===== config.mk =====
export PLATFORM = sky130hd
export DESIGN_NAME = instruction_decode_queue
export DESIGN_NICKNAME = d
export VERILOG_FILES = /design/src/rtl/decode_pkg.sv /design/src/rtl/sync_fifo.sv /design/src/rtl/instruction_decode_queue.sv
export SDC_FILE = /design/constraint.sdc
export NUM_CORES = 1
export LEC_CHECK = 0
export CELL_PAD_IN_SITES_DETAIL_PLACEMENT = 0
export CELL_PAD_IN_SITES_GLOBAL_PLACEMENT = 1
export CORE_UTILIZATION = 49
export CTS_CLUSTER_SIZE = 28
export DETAILED_ROUTE_END_ITERATION = 12
export GPL_ROUTABILITY_DRIVEN = 0
export PLACE_DENSITY_LB_ADDON = 0.1
export SLEW_MARGIN = 20
export SYNTH_ARGS = -nofsm -noshare
export SYNTH_HDL_FRONTEND = slang
export SYNTH_SLANG_ARGS = --single-unit

===== constraint.sdc =====
create_clock -name clk -period 3.8 [get_ports clk]
set_clock_uncertainty 0.05 [all_clocks]
set_input_delay 0.57 -clock clk [delete_from_list [all_inputs] [get_ports clk]]
set_output_delay 0.57 -clock clk [all_outputs]
set_load 0.005 [all_outputs]

===== src/rtl/decode_pkg.sv =====
// Instruction field layout, opcode encoding and the word-to-fields decode
// shared by the decode queue.
package decode_pkg;

    localparam int OPC_HI = 31;
    localparam int OPC_LO = 28;
    localparam int RD_HI  = 27;
    localparam int RD_LO  = 24;
    localparam int RS1_HI = 23;
    localparam int RS1_LO = 20;
    localparam int RS2_HI = 19;
    localparam int RS2_LO = 16;
    localparam int IMM_HI = 15;
    localparam int IMM_LO = 0;

    typedef enum logic [3:0] {
        OP_0     = 4'h0,
        OP_1     = 4'h1,
        OP_2     = 4'h2,
        OP_3     = 4'h3,
        OP_4     = 4'h4,
        OP_5     = 4'h5,
        OP_6     = 4'h6,
        OP_7     = 4'h7,
        OP_8     = 4'h8,
        OP_9     = 4'h9,
        OP_A     = 4'hA,
        OP_B     = 4'hB,
        OP_C     = 4'hC,
        OP_D     = 4'hD,
        OP_RSV_E = 4'hE,
        OP_RSV_F = 4'hF
    } opcode_t;

    typedef struct packed {
        opcode_t     opcode;
        logic [3:0]  rd;
        logic [3:0]  rs1;
        logic [3:0]  rs2;
        logic [31:0] imm32;
        logic        illegal;
    } decoded_t;

    function automatic decoded_t decode(input logic [31:0] w);
        decoded_t d;
        d.opcode  = opcode_t'(w[OPC_HI:OPC_LO]);
        d.rd      = w[RD_HI:RD_LO];
        d.rs1     = w[RS1_HI:RS1_LO];
        d.rs2     = w[RS2_HI:RS2_LO];
        d.imm32   = {{16{w[IMM_HI]}}, w[IMM_HI:IMM_LO]};
        d.illegal = (w[OPC_HI:OPC_LO] >= 4'hE);
        return d;
    endfunction

endpackage


===== src/rtl/sync_fifo.sv =====
// Single-clock FIFO with occupancy counter and sticky overflow flag.
// A push while full is dropped even if a pop happens in the same cycle.
module sync_fifo #(
    parameter int WIDTH = 32,
    parameter int DEPTH = 4,
    parameter int CNT_W = $clog2(DEPTH) + 1
) (
    input  logic             clk,
    input  logic             rst,
    input  logic             i_push,
    input  logic [WIDTH-1:0] i_wdata,
    input  logic             i_pop,
    output logic [WIDTH-1:0] o_rdata,
    output logic [CNT_W-1:0] o_count,
    output logic             o_full,
    output logic             o_overflow
);
    localparam int PTR_W = (DEPTH > 1) ? $clog2(DEPTH) : 1;

    logic [WIDTH-1:0] r_mem [DEPTH];
    logic [PTR_W-1:0] r_wptr;
    logic [PTR_W-1:0] r_rptr;
    logic [CNT_W-1:0] r_count;
    logic             r_overflow;
    logic             w_full;
    logic             w_push_ok;
    logic             w_pop_ok;

    assign w_full    = (r_count == CNT_W'(DEPTH));
    assign w_push_ok = i_push && !w_full;
    assign w_pop_ok  = i_pop && (r_count != '0);

    always_ff @(posedge clk) begin
        if (w_push_ok) begin
            r_mem[r_wptr] <= i_wdata;
        end
    end

    // Pointers wrap naturally because DEPTH is a power of two.
    always_ff @(posedge clk) begin
        if (rst) begin
            r_wptr     <= '0;
            r_rptr     <= '0;
            r_count    <= '0;
            r_overflow <= 1'b0;
        end else begin
            if (w_push_ok) begin
                r_wptr <= r_wptr + PTR_W'(1);
            end
            if (w_pop_ok) begin
                r_rptr <= r_rptr + PTR_W'(1);
            end
            if (w_push_ok && !w_pop_ok) begin
                r_count <= r_count + CNT_W'(1);
            end else if (!w_push_ok && w_pop_ok) begin
                r_count <= r_count - CNT_W'(1);
            end
            if (i_push && w_full) begin
                r_overflow <= 1'b1;
            end
        end
    end

    assign o_rdata    = r_mem[r_rptr];
    assign o_count    = r_count;
    assign o_full     = w_full;
    assign o_overflow = r_overflow;

endmodule


===== src/rtl/instruction_decode_queue.sv =====
// Buffers assembled instruction words and presents them decoded through a
// registered valid/ready output stage.
module instruction_decode_queue
    import decode_pkg::*;
#(
    parameter int DEPTH = 4,
    parameter int CNT_W = $clog2(DEPTH) + 1
) (
    input  logic             clk,
    input  logic             rst,
    input  logic             in_valid,
    input  logic [31:0]      in_word,
    output logic             in_ready,
    output logic             dec_valid,
    input  logic             dec_ready,
    output logic [3:0]       dec_opcode,
    output logic [3:0]       dec_rd,
    output logic [3:0]       dec_rs1,
    output logic [3:0]       dec_rs2,
    output logic [31:0]      dec_imm,
    output logic             dec_illegal,
    output logic             overflow,
    output logic [CNT_W-1:0] occupancy
);
    logic [31:0]      w_fifo_rdata;
    logic [CNT_W-1:0] w_count;
    logic             w_full;
    logic             w_load;
    logic             r_dec_valid;
    decoded_t         r_dec;

    assign w_load = (w_count != '0) && (!r_dec_valid || dec_ready);

    sync_fifo #(
        .WIDTH(32),
        .DEPTH(DEPTH),
        .CNT_W(CNT_W)
    ) u_fifo (
        .clk       (clk),
        .rst       (rst),
        .i_push    (in_valid),
        .i_wdata   (in_word),
        .i_pop     (w_load),
        .o_rdata   (w_fifo_rdata),
        .o_count   (w_count),
        .o_full    (w_full),
        .o_overflow(overflow)
    );

    always_ff @(posedge clk) begin
        if (rst) begin
            r_dec_valid <= 1'b0;
            r_dec       <= '0;
        end else if (w_load) begin
            r_dec_valid <= 1'b1;
            r_dec       <= decode(w_fifo_rdata);
        end else if (dec_ready) begin
            r_dec_valid <= 1'b0;
        end
    end

    assign in_ready    = !w_full;
    assign occupancy   = w_count;
    assign dec_valid   = r_dec_valid;
    assign dec_opcode  = r_dec.opcode;
    assign dec_rd      = r_dec.rd;
    assign dec_rs1     = r_dec.rs1;
    assign dec_rs2     = r_dec.rs2;
    assign dec_imm     = r_dec.imm32;
    assign dec_illegal = r_dec.illegal;

endmodule

==> results of run 1 <==
## through the flow
step	instances	hold WS (ns)	setup WS [ns]	instance area, um2	util (%)
floorplan	393	0.403	1.56	6540	-
global placement	619	0.406	1.13	7450	58.1
detailed placement	619	0.411	1.03	7450	58.1
CTS	651	0.427	1.13	8070	62.9
global route	651	0.449	0.960	8070	62.9
finish	651	0.427	1.14	8070	62.9
## layer usage
layer,up-vias,track usage [%],wire [um]
met1,1841,25.6,5630
li1,1653,-,-
met3,19,4.70,482
met5,-,0,0
met4,0,7.45,244
met2,111,32.1,6370
## power by group through the flow
stage	clock (mW)	sequential [mW]	combinational, mW
finish	1.79	2.51	1.60
global route	1.88	2.55	1.74
CTS	1.81	2.52	1.62
detailed placement	0	2.56	1.62
global placement	0	2.54	1.61
floorplan	0	2.48	1.05
## sequential cells by signal, summed over array words and instances (netlist names), named ones only
signal	cells
u_fifo.r_wptr	2
dec_rd	4
dec_illegal	1
dec_opcode	4
u_fifo.o_overflow	1
u_fifo.o_count	3
dec_valid	1
dec_rs2	4
dec_rs1	4
dec_imm	16
u_fifo.r_mem	128
u_fifo.r_rptr	2
## path summary, 6_finish.rpt
path | to | from | depth (start not counted) | slack, ns
max | in_ready | u_fifo.o_count[2] | 3 | 1.14
min | dec_imm[13] | dec_imm[13] | 2 | 0.43
max reg2reg | u_fifo.o_count[2] | u_fifo.o_count[0] | 9 | 1.27
min reg2reg | dec_imm[13] | dec_imm[13] | 2 | 0.43
## layout by cell type, fill, tap and decap left out, types with 2 or more instances in the layout
cell type        count
o21ai_0             33
mux4_2              32
dfxtp_1             42
or3_1                2
clkbuf_1             5
clkdlybuf4s50_1     89
o21ai_1              3
bufinv_16            3
clkbuf_8             3
clkinv_2             2
inv_1                6
and3_2               4
ha_1                 5
nor2_1               4
nand3_1             35
a21oi_1             40
xor2_1               2
dfxtp_2              2
clkbuf_16           18
edfxtp_1           128
buf_4                7
## cells by family after synthesis
group                      after synthesis  synth area share [%]
DFF                                    172                  72.3
buffers and inverters                   49                  4.23
adders and majority gates                6                  1.26
AOI/OAI and AO/OA                       78                  6.09
xor gates and xnor gates                 2                 0.268
muxes                                   33                  11.2
and+or+nand+nor                         53                  4.67
## layout make-up
| type | instances | area, um2 | share of cell area [%] |
|---|---|---|---|
| inverters | 6 | 22.5 | 0.279 |
| flip-flops and latches | 172 | 4730 | 58.6 |
| clock inverters | 6 | 106 | 1.32 |
| well taps | 172 | 215 | 2.67 |
| clock buffers | 26 | 510 | 6.32 |
| repair buffers | 97 | 948 | 11.8 |
| multi-input cells | 172 | 1540 | 19.1 |
## tightest hold or removal path: stages, from the launching register on
cell and delay (ns):
dfxtp_1 0.31, o21ai_0 0.06, a21oi_1 0.06
==> out/qor.csv, run 1 <==
stage;metric;value;unit
route;1st-iter DRT viols;260;
layout;Area Growth Syn to Fin;23.5;%
power_and_ir_drop;clock network power share;30.3;%
die;die height;117;um
timing;measured slew at the worst slew-check pin;0.942;ns
die;Core ar.;0.0128;mm2
critical_path;Worst Path Buf+Inv;2;
logic_synthesis;cell area after synthesis;0.00654;mm2
power_and_ir_drop;maximum vdd drop;396;uV
power_and_ir_drop;Comb pwr share;27.1;%
layout;layout cells sized above 1;15.9;%
timing;unrepaired setup endpoints after global routing;false;
logic_synthesis;Primary FF master, synth;edfxtp_1;
logic_synthesis;synth top area cells;edfxtp_1 (59%), dfxtp_1 (13%), mux4_2 (11%);
global_routing;initial antenna violation count;0;
timing;Final setup viols;0;
layout;Nets;508;
timing;Fin. Hold Viols;0;
placed_design;Port-buffer cells;90;
logic_synthesis;number of synthesized flops with an enable pin;128;
clock_tree;CTS sink cnt;172;
critical_path;CP top delay family;buffers and inverters;
timing;setup TNS;0;ns
logic_synthesis;synthesized flop and latch total;172;
global_routing;largest net degree at the start of global routing;45;
hold_path;Hold WC Path Type;flop to flop;
clock_tree;H-tree levels;4;
logic_synthesis;Commonest cells post-synth;edfxtp_1 (128), dfxtp_1 (44), a21oi_1 (40), nand3_1 (35), o21ai_0 (33);
logic_synthesis;Seq/Total Area, Yosys;72.3;%
layout;filler instances;966;
route;Total Wirelength;12700;um
logic_synthesis;Netlist cell types;29;
timing;slew margin rel.;37.2;%
timing;Final min period;2.66;ns
job;max cap viols;0;
die;die area;0.0138;mm2
clock_tree;Post-CTS Hold Fix Bufs;0;
logic_synthesis;post-synth net total;435;
logic_synthesis;Synth top area share;58.8;%
clock_tree;number of buffers created by CTS;17;
route;WL/cell;19.5;um
route;DR DRC count;0;
clock_tree;CTS Buffer Depth;2;
critical_path;Critical Path, Cell by Cell;nor3b_1 -> inv_1 -> clkdlybuf4s50_1;
timing;Achievable Freq;0.376;GHz
logic_synthesis;Syn Area/Cell;16.6;um2
critical_path;Worst EP arrival;2.04;ns
power_and_ir_drop;Power Internal;4.31;mW
placed_design;post-detail-place hpwl;7440;um
clock_tree;number of post-CTS setup repair buffers;0;
logic_synthesis;Synthesis Warnings;0;
clock_tree;CTS tree;yes;
critical_path;Crit path required time;3.18;ns
die;Row Count;41;
logic_synthesis;most frequent cell after synthesis;edfxtp_1;
die;num ports;91;
global_routing;first-pass GRT wire length;20100;um
power_and_ir_drop;power per cell area;731;mW/mm2
clock_tree;post-cts resize count;0;
clock_tree;clk_lat worst skew;0.42;ns
critical_path;Crit Path Category;flop to primary output;
clock_tree;clock transition at the registers of the reported paths;0.06;ns
route;vias per inst;5.57;
power_and_ir_drop;switching portion of total power;27.0;%
logic_synthesis;Post-Syn Instances;393;
critical_path;Worst path slowest cell;clkdlybuf4s50_1;
critical_path;CP Max Fanout;7;
global_routing;Total Routing Usage GR;19.6;%
power_and_ir_drop;sequential group share of total power;42.6;%
logic_synthesis;asr flop ratio synth;0;%
die;Die W;117;um
logic_synthesis;area leader, netlist;edfxtp_1;
route;via count;3624;
clock_tree;CTS Root Cell;clkbuf_16;
status;status;finished clean;
layout;Diodes inserted;0;
critical_path;element type at the critical path start;flop;
global_routing;GRT Residual Overflow;0;
power_and_ir_drop;leakage;2.66;nW
die;Initial Utilization;51.0;%
timing;final worst-path cycle share;70.0;%
route;Detail Route Antenna Nets;0;
route;Pre-antenna DRT Iters;5;
critical_path;max incr delay on CP;0.50;ns
timing;max-slew violations;0;
power_and_ir_drop;sw power;1.59;mW
critical_path;CP Capture Type;primary output;
global_routing;number of global-route vias before repair;3628;
power_and_ir_drop;overall power;5.90;mW
Note: power is estimated with default switching activity, not from simulation.
==> run 2: changes to the inputs <==
CORE_UTILIZATION = 46   (was 49)
clock period = 2.57 ns   (was 3.8 ns; I/O delays follow)
==> run 2 against run 1 <==
Against the previous run: sequential share of layout area decreased by 0.42 points; total power grew 46%; global-route usage fell by 0.40 points; count of clock-buffer cells in the layout fell by 5; critical path depth stayed put; combinational power grew 55%; routed wire length grew 2.4%; setup slack got worse by 0.88 ns; first-iteration DRC count up 2.7%; register-to-register slack worse by 0.98 ns.
==> out/qor.csv, run 2 (synthesis results as in run 1) <==
stage;metric;value;unit
clock_tree;number of post-CTS setup repair buffers;0;
route;Total Wirelength;13000;um
timing;Fin. Hold Viols;0;
route;Pre-antenna DRT Iters;4;
critical_path;worst r2r path cells;8;
hold_path;Hold Startpoint;rst;
power_and_ir_drop;power per cell area;1060;mW/mm2
hold_path;Hold Crit Endpoint;dec_opcode[3];
route;vias per inst;5.40;
critical_path;element type at the critical path start;flop;
hold_path;Hold WC Path Type;input pin to flop;
die;Die W;121;um
placed_design;post-detail-place hpwl;7880;um
die;Core ar.;0.0139;mm2
clock_tree;number of buffers created by CTS;17;
critical_path;CP top delay family;buffers and inverters;
die;num ports;91;
critical_path;Worst Path Buf+Inv;2;
timing;measured slew at the worst slew-check pin;0.912;ns
clock_tree;clk_lat worst skew;0.42;ns
global_routing;first-pass GRT wire length;20300;um
route;1st-iter DRT viols;267;
critical_path;Critical Path, Cell by Cell;nor3b_2 -> inv_1 -> clkdlybuf4s50_1;
clock_tree;Post-CTS Hold Fix Bufs;0;
timing;Achievable Freq;0.432;GHz
layout;layout cells sized above 1;17.9;%
global_routing;number of global-route vias before repair;3717;
route;Detail Route Antenna Nets;0;
power_and_ir_drop;switching portion of total power;27.8;%
route;via count;3621;
placed_design;Port-buffer cells;90;
critical_path;Crit path required time;2.13;ns
route;DR DRC count;0;
die;die height;121;um
die;Row Count;43;
critical_path;CP Max Fanout;7;
layout;Largest Register;u_fifo.r_mem;
layout;footprint of the multi-input gates;0.00155;mm2
layout;Diodes inserted;0;
clock_tree;CTS Buffer Depth;2;
clock_tree;H-tree levels;4;
power_and_ir_drop;sequential group share of total power;42.9;%
global_routing;Total Routing Usage GR;19.2;%
clock_tree;CTS tree;yes;
placed_design;placed cells;639;
critical_path;CP Capture Type;primary output;
layout;Final Non-Filler Cells;671;
hold_path;Hold Path Depth;2;
power_and_ir_drop;Power Internal;6.21;mW
timing;Final min period;2.31;ns
critical_path;Critical R2R Capture;u_fifo.o_count[2];
clock_tree;CTS Root Cell;clkbuf_16;
global_routing;GRT Residual Overflow;0;
critical_path;reg-to-reg setup timing slack;0.29;ns
route;WL/cell;19.4;um
timing;slew margin rel.;39.2;%
layout;Area Growth Syn to Fin;24.4;%
timing;setup TNS;0;ns
die;Initial Utilization;47.1;%
layout;max reg flops;128;
power_and_ir_drop;maximum vdd drop;509;uV
power_and_ir_drop;Comb pwr share;28.8;%
timing;final worst-path cycle share;90.0;%
clock_tree;post-cts resize count;0;
global_routing;largest net degree at the start of global routing;35;
critical_path;worst r2r src;u_fifo.o_count[2];
die;die area;0.0147;mm2
timing;unrepaired setup endpoints after global routing;false;
critical_path;max incr delay on CP;0.49;ns
status;status;finished clean;
job;max cap viols;0;
power_and_ir_drop;leakage;2.68;nW
layout;filler instances;1118;
global_routing;initial antenna violation count;0;
clock_tree;clock transition at the registers of the reported paths;0.06;ns
critical_path;Worst path slowest cell;clkdlybuf4s50_1;
critical_path;Crit Path Category;flop to primary output;
clock_tree;CTS sink cnt;172;
layout;Sequential Area;0.00473;mm2
critical_path;Worst EP arrival;1.88;ns
layout;most frequent cells in the layout;edfxtp_1 (128), clkdlybuf4s50_1 (89), dfxtp_1 (42), a21oi_1 (40), nand3_1 (35);
layout;Nets;520;
power_and_ir_drop;sw power;2.39;mW
power_and_ir_drop;clock network power share;28.3;%
timing;max-slew violations;0;
layout;commonest non-fill, non-tap cell in the layout;edfxtp_1;
timing;Final setup viols;0;
-- run 2: power groups by stage --
stage | Combinational [mW] | Clock, mW | Sequential, mW
final | 2.48 | 2.44 | 3.69
after global routing | 2.73 | 2.60 | 3.74
after CTS | 2.52 | 2.48 | 3.70
after detailed placement | 2.51 | 0 | 3.76
after global placement | 2.49 | 0 | 3.74
after floorplan | 1.55 | 0 | 3.66
-- run 2: cell type report --
| cell class | count | share of cell area, % |
|---|---|---|
| multi-input combinational | 172 | 19.0 |
| clock inverter | 11 | 1.45 |
| tap | 180 | 2.77 |
| inverter | 6 | 0.277 |
| sequential | 172 | 58.1 |
| timing repair buffer | 109 | 12.9 |
| clock buffer | 21 | 5.42 |
-- run 2: stage by stage --
stage	util (%)	instance area [um2]	hold WS, ns	setup slack (ns)	power (mW)
final	58.6	8130	0.361	0.257	8.60
after global routing	58.6	8130	0.374	0.118	9.07
after CTS	58.5	8130	0.345	0.0821	8.71
after detailed placement	54.5	7570	0.418	0.105	6.27
after global placement	54.5	7570	0.407	0.170	6.23
after floorplan	-	6540	0.403	0.332	5.21
-- run 2: worst max path at each step --
| stage | from | end | slack [ns] | cells after the start |
|---|---|---|---|---|
| floorplan | u_fifo.o_count[0] | u_fifo.o_count[2] | 0.33 | 9 |
| global placement | dec_ready | u_fifo.o_count[2] | 0.17 | 9 |
| detailed placement | dec_ready | u_fifo.o_count[2] | 0.10 | 9 |
| CTS | u_fifo.o_count[2] | in_ready | 0.08 | 3 |
| global route | u_fifo.o_count[2] | u_fifo.o_count[2] | 0.12 | 8 |
| finish | u_fifo.o_count[2] | in_ready | 0.26 | 3 |
-- run 2: worst reg2reg max path, cell delays in order (launching register included) --
cell     delay [ns]
dfxtp_1        0.38
or3_1          0.43
nand2_1        0.12
ha_1           0.18
inv_1          0.06
fa_1           0.38
xor2_1         0.16
or3_1          0.30
a21oi_1        0.15
-- run 2: per-layer routing --
metal  track usage, %  vias up  part of all wire, %
met2             31.6       98                   51
met4             8.49        0                  1.3
met3             3.76        9                  4.5
met1             24.9     1834                   43
li1                 -     1680                    -
met5                0        -                    0
